==> src/rtl/rca_ft_if.sv <==
// Operand/result bundle for the fault-tolerant ripple-carry adder.
// Latency: none (signal grouping only).
// Backpressure: none; the adder accepts a new operand pair every cycle.
// Ports: a/b operands, init/test/f1/f2/lut_i control, s/cout/sf/cf results.
interface rca_ft_if;
    logic [3:0] a;
    logic [3:0] b;
    logic       init;
    logic       test;
    logic       f1;
    logic       f2;
    logic [2:0] lut_i;
    logic [3:0] s;
    logic [3:0] sf;
    logic [3:0] cf;
    logic       cout;

    // Stimulus side drives operands and control and observes the results.
    modport master (
        output a, b, init, test, f1, f2, lut_i,
        input  s, sf, cf, cout
    );

    // Adder side.
    modport slave (
        input  a, b, init, test, f1, f2, lut_i,
        output s, sf, cf, cout
    );
endinterface

==> src/rtl/rca_ft.sv <==
// 4-bit ripple-carry adder with fault injection, per-slice checking and spare-slice repair.
// Latency: 1 cycle from operands to s/cout; a mismatch sets its flag at the same edge.
// Backpressure: none; a new operand pair is taken every cycle.
// Ports: clk, rst_n (async active-low); bus.slave carries a, b, init, test, f1, f2,
//        lut_i in and s, cout, sf, cf out.
module rca_ft (
    input  logic     clk,
    input  logic     rst_n,
    rca_ft_if.slave  bus
);

    logic [3:0] flags;
    logic [3:0] rep_sel;
    logic [3:0] sum_err;
    logic [3:0] car_err;
    logic [3:0] res_s;
    logic       res_c;
    logic       carry;
    logic       x, y, c;
    logic       gold_s, gold_c;
    logic       act_s, act_c;

    // Spare goes to the lowest flagged slice only (isolate lowest set bit).
    assign flags   = bus.sf | bus.cf;
    assign rep_sel = flags & (~flags + 4'd1);

    always_comb begin
        sum_err = '0;
        car_err = '0;
        res_s   = '0;
        carry   = 1'b0;
        x       = 1'b0;
        y       = 1'b0;
        c       = 1'b0;
        gold_s  = 1'b0;
        gold_c  = 1'b0;
        act_s   = 1'b0;
        act_c   = 1'b0;
        for (int i = 0; i < 4; i++) begin
            if (bus.init) begin
                x = bus.lut_i[2];
                y = bus.lut_i[1];
                c = bus.lut_i[0];
            end else begin
                x = bus.a[i];
                y = bus.b[i];
                c = carry;          // repaired carry from the slice below
            end
            gold_s = x ^ y ^ c;
            gold_c = (x & y) | (x & c) | (y & c);
            // Injection sits after the slice outputs; golden and spare are untouched.
            act_s  = gold_s ^ ((i == 1) && bus.f1);
            act_c  = gold_c ^ ((i == 2) && bus.f2);
            sum_err[i] = act_s ^ gold_s;
            car_err[i] = act_c ^ gold_c;
            // The spare sees the same inputs as the slice it replaces and is
            // fault-free, so its outputs equal the golden evaluation here.
            if (rep_sel[i]) begin
                res_s[i] = gold_s;
                carry    = gold_c;
            end else begin
                res_s[i] = act_s;
                carry    = act_c;
            end
        end
        res_c = carry;
    end

    always_ff @(posedge clk or negedge rst_n) begin
        if (!rst_n) begin
            bus.s    <= '0;
            bus.cout <= 1'b0;
        end else if (bus.init) begin
            bus.s    <= '0;
            bus.cout <= 1'b0;
        end else begin
            bus.s    <= res_s;
            bus.cout <= res_c;
        end
    end

    // Flags are sticky; only reset clears them, test=0 freezes them.
    always_ff @(posedge clk or negedge rst_n) begin
        if (!rst_n) begin
            bus.sf <= '0;
            bus.cf <= '0;
        end else if (bus.test) begin
            bus.sf <= bus.sf | sum_err;
            bus.cf <= bus.cf | car_err;
        end
    end

endmodule

==> src/flat_wrapper.sv <==
// flat-port wrapper written by rule: the top's interface ports become plain ports
module rca_ft_flat 
  (clk, rst_n, bus_a, bus_b, bus_init, bus_test, bus_f1, bus_f2, bus_lut_i, bus_s, bus_sf, bus_cf, bus_cout);
  rca_ft_if bus_i ();
  input  logic clk;
  input  logic rst_n;
  input wire logic [$bits(bus_i.a)-1:0] bus_a;
  input wire logic [$bits(bus_i.b)-1:0] bus_b;
  input wire logic [$bits(bus_i.init)-1:0] bus_init;
  input wire logic [$bits(bus_i.test)-1:0] bus_test;
  input wire logic [$bits(bus_i.f1)-1:0] bus_f1;
  input wire logic [$bits(bus_i.f2)-1:0] bus_f2;
  input wire logic [$bits(bus_i.lut_i)-1:0] bus_lut_i;
  output wire logic [$bits(bus_i.s)-1:0] bus_s;
  output wire logic [$bits(bus_i.sf)-1:0] bus_sf;
  output wire logic [$bits(bus_i.cf)-1:0] bus_cf;
  output wire logic [$bits(bus_i.cout)-1:0] bus_cout;
  assign bus_i.a = bus_a;
  assign bus_i.b = bus_b;
  assign bus_i.init = bus_init;
  assign bus_i.test = bus_test;
  assign bus_i.f1 = bus_f1;
  assign bus_i.f2 = bus_f2;
  assign bus_i.lut_i = bus_lut_i;
  assign bus_s = bus_i.s;
  assign bus_sf = bus_i.sf;
  assign bus_cf = bus_i.cf;
  assign bus_cout = bus_i.cout;
  rca_ft u_core (.clk(clk), .rst_n(rst_n), .bus(bus_i));
endmodule
==> config.mk <==
export PLATFORM = sky130hd
export DESIGN_NAME = rca_ft_flat
export DESIGN_NICKNAME = d
export VERILOG_FILES = /design/src/rtl/rca_ft_if.sv /design/src/rtl/rca_ft.sv /design/src/flat_wrapper.sv
export SDC_FILE = /design/constraint.sdc
export NUM_CORES = 1
export LEC_CHECK = 0
export CAP_MARGIN = 40
export CORE_MARGIN = 10
export CORE_UTILIZATION = 36
export CTS_CLUSTER_DIAMETER = 200
export DETAILED_ROUTE_END_ITERATION = 10
export GPL_TIMING_DRIVEN = 0
export PLACE_DENSITY = 0.77
export SYNTH_ARGS = -nofsm -noshare
export SYNTH_HDL_FRONTEND = slang
export SYNTH_SLANG_ARGS = --single-unit
export TNS_END_PERCENT = 50
==> constraint.sdc <==
create_clock -name clk -period 1.5 [get_ports clk]
set_input_delay 0.225 -clock clk [delete_from_list [all_inputs] [get_ports clk]]
set_output_delay 0.225 -clock clk [all_outputs]
set_load 0.03 [all_outputs]
==> metrics.txt, run 1 <==
# H-tree levels 1; CTS Sinks 7; metal3 WL 145 um; max_cap viols 0; clk root buf clkbuf_4; Static Leak 0.471 nW; most frequent cell after synthesis mux2i_1; antenna cells 0; first-pass GRT wire length 2380 um; CTS tree yes; Yosys warning count 0; top post-synthesis cells by area dfrtp_1 34%, fa_1 15%, mux2i_1 15%; WHS 0.233 ns; critical path peak fanout 4; Critical-path top delay cell fa_2; Die X 58.0 um; Synth Area per Inst 10.8 sq um; Max Freq 0.357 GHz; Metal-1 WL 530 um; Yosys top cell area share 33.7%; Tcrit/Tclk final 187%; grt total ovfl 0; IO buf count 22; CP Cell Sequence buf_12 -> clkbuf_16 -> mux2i_4 -> fa_2 -> nand2_2 -> o21ai_2 -> fa_2 -> o21a_1 -> fa_2 -> buf_4 -> nor2_4 -> a221oi_4 -> fa_2 -> nor2_2; DR vias/cell 4.52; family with the most delay on the worst path adder cells; GRT Util Overall 9.26%; PwrDens 739 nW/um^2; WL per Instance 14.2 um; Crit Reg-Reg Startpoint u_core.bus.sf[1]; vias in the first global route 479; largest net degree at the start of global routing 8; clk_skew 0.00355 ns; Worst Hold Class in -> async; RR Endpoint u_core.bus.s[3]; initial antenna violation count 0; number of remaining DRC errors 0; R2R depth 4; Synth top cells by count 8 x mux2i_1, 7 x dfrtp_1, 6 x buf_4, 6 x nor2_1; number of synthesized flops with an enable pin 0; initial drt markers 4; crit path buf inv count 3; Syn Inst Count 48; Clock Latency Late Sink 0.25 ns; met2 routed WL 727 um; P&R area growth vs syn 77.4%; FILL cells 107; Tot Pwr 0.683 mW; post-route ant nets 0; setup repair after global routing missed its margin true; violated checks negative setup slack; count of final hold-check violations 0; share of cells above drive strength 1 36.9%; total CTS buffers 3; area of the mapped netlist 520 sq um; die area 3370 sq um; Synth cell types 18; CP Class in -> reg; Worst Setup Slack, final -1.30 ns; post-layout minimum cycle time 2.80 ns; Synth async-reset ratio 100%; register area share after synthesis 33.7%; VDD IR max 0.488 mV; crit path capture type register; largest area contributor in the synthesized netlist dfrtp_1; cell row count 13; HPWL after DPL 1150 um; Critical Path AT 2.94 ns; outcome complete, but fails checks; Main synth FF type dfrtp_1; clk slew on worst S/H paths 0.05 ns; Top Metal Used met3; Largest stage delay, worst path 0.56 ns; register-to-register setup slack -0.06 ns; Max Slew Vio Count 0; routed wire length 1400 um; Top Ports 30; nets 106; total number of vias 447; number of synthesized register bits 7; drt pass-1 iters 2; final setup vio count 4; Core Region 1330 sq um; critical path's most frequent cell fa_2; Final GP Congestion 0.774; Clock Tree Buf Depth 2; CP startpoint kind input port; Die Ht 58.0 um; Initial Util 39.0%; critical path required time 1.64 ns
## worst max path at each step
stage,from,to,slack [ns],depth (start not counted)
finish,bus_init,u_core.bus.s[3],-1.30,14
global route,bus_init,u_core.bus.s[3],-1.37,14
floorplan,bus_init,u_core.bus.s[3],-1.44,13
global placement,bus_lut_i[0],u_core.bus.s[3],-1.84,12
CTS,bus_init,u_core.bus.s[3],-1.25,13
detailed placement,bus_lut_i[0],u_core.bus.s[3],-1.88,12
## metrics by stage
| step | util, % | TNS [ns] | worst slack, ns | std cells | area (sq um) |
|---|---|---|---|---|---|
| after CTS | 65.3 | -3.03 | -1.25 | 98 | 871 |
| after floorplan | - | -3.92 | -1.44 | 53 | 583 |
| after detailed placement | 61.6 | -5.57 | -1.88 | 90 | 822 |
| final | 69.2 | -3.23 | -1.30 | 99 | 923 |
| after global routing | 69.2 | -3.42 | -1.37 | 99 | 923 |
| after global placement | 61.6 | -5.41 | -1.84 | 90 | 822 |
## flip-flops by register name, summed over array words and instances (netlist names)
| signal | count |
|---|---|
| u_core.bus.cout | 1 |
| u_core.bus.s | 4 |
| u_core.bus.cf | 1 |
| u_core.bus.sf | 1 |
## power breakdown
part	internal [mW]	switching (mW)	leakage, nW
combinational	0.152	0.151	0.374
sequential	0.207	0.00366	0.0820
clock	0.101	0.0672	0.0150
## repair_timing
action / in CTS / in global routing
resized for setup: 8 / 15
pin swaps: 8 / 3
hold buffers: 0 / 0
setup buffers: 4 / 1
endpoints found under the setup margin: 6 / 8
endpoints found under the hold margin: 0 / 0
## placed cells by master, fill, tap and decap left out, types with 2 or more instances in the layout
master           count
buf_4               11
clkbuf_4             3
clkdlybuf4s50_1     11
conb_1               6
dfrtp_1              7
dlygate4sd2_1        5
dlymetal6s2s_1       4
fa_2                 4
mux2i_1              7
nand2_1              2
nand2_2              2
nor2_1               3
nor2_2               2
## cell families (layout without fill, tap and decap cells)
family	count (synthesis)	count (layout)	share of synthesized area, %
muxes	8	8	15.4
AOI/OAI and AO/OA	6	6	9.86
other	1	6	0.720
and+or+nand+nor	11	11	8.41
buffers and inverters	10	41	14.9
DFF	7	7	33.7
xor gates and xnor gates	1	1	1.68
adders and majority gates	4	4	15.4
## routing by layer
metal	vias to the layer above	global-route usage [%]
li1	222	-
met1	205	10.2
met2	20	14.9
met3	0	5.66
met4	0	2.01
met5	-	0
## final cells by class
cell class | count | area, sq um | share of cell area (%)
repair buffers | 27 | 256 | 27.8
flip-flops and latches | 7 | 175 | 19.0
plain buffers | 8 | 90.1 | 9.76
inverters | 2 | 7.51 | 0.813
multi-input cells | 36 | 349 | 37.8
well taps | 15 | 18.8 | 2.03
clock buffers | 4 | 26.3 | 2.85
(Power assumes the default switching activity.)
==> run 2, diff against run 1 <==
Settings changed: HOLD_SLACK_MARGIN set to 0.05, SLEW_MARGIN set to 20.
==> results of run 2 <==
No change in the layout: final DEF, timing and power equal those of run 1.
==> run 3, diff against run 2 <==
Settings changed: ABC_AREA set to 1, TNS_END_PERCENT 50 to 20.
==> run 3 against run 2 <==
The run still ends with negative setup slack left. Count of clock-buffer cells in the layout unchanged. Setup slack better by 0.35 ns. Total power is 1.9% lower. Global-route usage down 1.1 points. Sequential power about the same. Non-clock buffer count increased by 6. Sequential share of layout area down 0.13 points. Clock power shrank 2%. Clock skew fell by 0.0034 ns. Critical path type unchanged. Largest power group unchanged.
==> metrics.txt, run 3 <==
metal3 WL 87 um (-40%); cell row count 13 (unchanged); clk slew on worst S/H paths 0.05 ns (about the same); share of cells above drive strength 1 42.0% (+5.1 points); WL per Instance 12.2 um (-14%); Compound-Gate Fraction of Synth Area 11.6% (+1.8 points); Worst Setup Slack, final -0.946 ns (+0.353 ns); Main synth FF type dfrtp_1; Yosys warning count 0 (unchanged); register area share after synthesis 34.7% (+1.0 points); critical path required time 1.64 ns (about the same); Synth cell types 17 (-1); fin util 70.6% (+1.3 points); most frequent cells in the layout 17 x buf_4, 15 x clkdlybuf4s50_1, 7 x nand2_1, 7 x dfrtp_1; total CTS buffers 3 (unchanged); Tot Pwr 0.670 mW (-1.9%); P&R area growth vs syn 83.9%; largest family of logic cells by synthesized area simple AND/OR/NAND/NOR gates; Synth Area per Inst 8.72 sq um (-20%); final setup vio count 4 (unchanged); count of final hold-check violations 0 (unchanged); Final GP Congestion 0.727 (-6.1%); initial antenna violation count 0 (unchanged); Die X 57.5 um (-0.96%); Synth async-reset ratio 100% (unchanged); Worst Hold Class in -> reg; Initial Util 38.4% (-0.66 points); VDD IR max 0.278 mV (-43%); CP startpoint kind input port; number of synthesized register bits 7 (unchanged); clk root buf clkbuf_4; Synth Area in Simple Gates 18.8% (+10 points); CP Cell Sequence buf_12 -> clkinv_8 -> buf_8 -> a21oi_4 -> fa_2 -> nand2_2 -> nand2_2 -> fa_2 -> nand2_2 -> nand2_2 -> fa_2 -> inv_2 -> nand2_2 -> nand3_2 -> nand2_2 -> fa_1 -> nor2_1; area of the mapped netlist 505 sq um (-2.9%); total number of vias 482 (+7.8%); Static Leak 0.443 nW (-6.0%); CTS Sinks 7 (unchanged); DR vias/cell 4.19 (-7.2%); post-layout minimum cycle time 2.45 ns (-0.353 ns); most frequent cell after synthesis nand2_1; HPWL after DPL 1090 um (-4.6%); family with the most delay on the worst path adder cells; Largest stage delay, worst path 0.47 ns (-0.09 ns); Syn Inst Count 58 (+21%); Top Metal Used met3; mux contribution to synthesized area 0% (-15 points); met2 routed WL 777 um (+6.9%); routed wire length 1400 um (unchanged); outcome complete, but fails checks; crit path capture type register; GRT Util Overall 8.17% (-1.1 points); Biggest register u_core.bus.s; Yosys top cell area share 34.7% (+1.0 points); die area 3300 sq um (-1.9%); Critical-path top delay cell fa_1; crit path buf inv count 4 (+1); violated checks negative setup slack; top post-synthesis cells by area dfrtp_1 35%, fa_1 16%, buf_4 8.9%; Core Region 1320 sq um (-1.2%); Crit path depth 17 (+3); critical path peak fanout 6 (+2); Synth top cells by count 12 x nand2_1, 7 x a21oi_1, 7 x dfrtp_1; max_cap viols 0 (unchanged); first-pass GRT wire length 2230 um (-6.4%); max reg flops 4 (unchanged); hold_buf cts 0 (unchanged); setup repair after global routing missed its margin true; Die Ht 57.5 um (-0.96%); Max Freq 0.409 GHz (+14%); largest net degree at the start of global routing 8 (unchanged); CTS tree yes; Clock Latency Late Sink 0.24 ns (about the same); xor and xnor area share after synthesis 0% (-1.7 points); grt total ovfl 0 (unchanged); Top Ports 30 (unchanged); adder and majority gate portion of the synthesized area 15.8% (+0.46 points); antenna cells 0 (unchanged); Clock Tree Buf Depth 2 (unchanged); Metal-1 WL 538 um (+1.5%); drt pass-1 iters 2 (unchanged); post-route ant nets 0 (unchanged); R2R depth 8 (+4); IO buf count 22 (unchanged); nets 122 (+15%); number of remaining DRC errors 0 (unchanged); Critical Path AT 2.58 ns (-0.36 ns); critical path's most frequent cell nand2_2; number of synthesized flops with an enable pin 0 (unchanged); initial drt markers 2 (-2); Tcrit/Tclk final 163% (-24 points); commonest non-fill, non-tap cell in the layout buf_4; vias in the first global route 542 (+13%); worst hold path cell count 2; PwrDens 720 nW/um^2 (-2.6%); clk_skew 0.000165 ns (-0.00338 ns); Max Slew Vio Count 0 (unchanged); largest area contributor in the synthesized netlist dfrtp_1; CP Class in -> reg; # H-tree levels 1 (unchanged)
==> run 3: cell families after synthesis <==
kind of cell             Yosys count
flip-flops                         7
other                              1
adder cells (fa/ha/maj)            4
buffers and inverters             14
AO/OA/AOI/OAI                     10
AND/OR/NAND/NOR                   22
==> run 3: layer usage <==
layer  GRT usage [%]  vias to the layer above
met2            15.5                       13
met4            4.03                        0
met3            2.43                        0
li1                -                      251
met1            7.63                      218
met5               0                        -
==> run 3: final cells by class <==
cell class | instances | area, sq um
fillers | 92 | 388
multi-input cells | 42 | 304
repair buffers | 33 | 290
flip-flops and latches | 7 | 175
plain buffers | 8 | 80.1
inverters | 6 | 35.0
clock buffers | 4 | 26.3
well taps | 15 | 18.8
==> run 3: final timing paths <==
path | slack, ns | start | endpoint
worst max-delay path | -0.95 | bus_init | u_core.bus.s[3]
worst min-delay path | 0.17 | bus_init | u_core.bus.s[0]
worst max register to register | 0.09 | u_core.bus.sf[1] | u_core.bus.s[3]
worst min register to register | 0.48 | u_core.bus.cf[2] | u_core.bus.cf[2]
max in group asynchronous | 1.03 | rst_n | u_core.bus.sf[1]
min in group asynchronous | 0.24 | rst_n | u_core.bus.s[3]
==> run 3: report_power, final <==
part | switching (mW) | total, mW | internal, mW | leakage [nW]
Sequential | 0.00403 | 0.211 | 0.207 | 0.0820
Clock | 0.0638 | 0.165 | 0.101 | 0.0150
Combinational | 0.150 | 0.294 | 0.144 | 0.346
Total | 0.218 | 0.670 | 0.452 | 0.443
==> run 3: repair_timing <==
item	in CTS	in global routing
resized for setup	18	9
buffers inserted	10	1
pin swaps	15	12
setup endpoints to repair	6	4
==> run 3: metrics by stage <==
step	setup slack (ns)	instance area, sq um	instances	hold WS [ns]	TNS [ns]
final	-0.946	930	115	0.170	-2.48
after global routing	-1.05	930	115	0.166	-2.88
after CTS	-1.02	906	114	0.158	-2.62
after detailed placement	-1.62	797	100	0.441	-5.11
after global placement	-1.59	797	100	0.438	-5.00
after floorplan	-1.17	558	63	-0.0706	-3.26
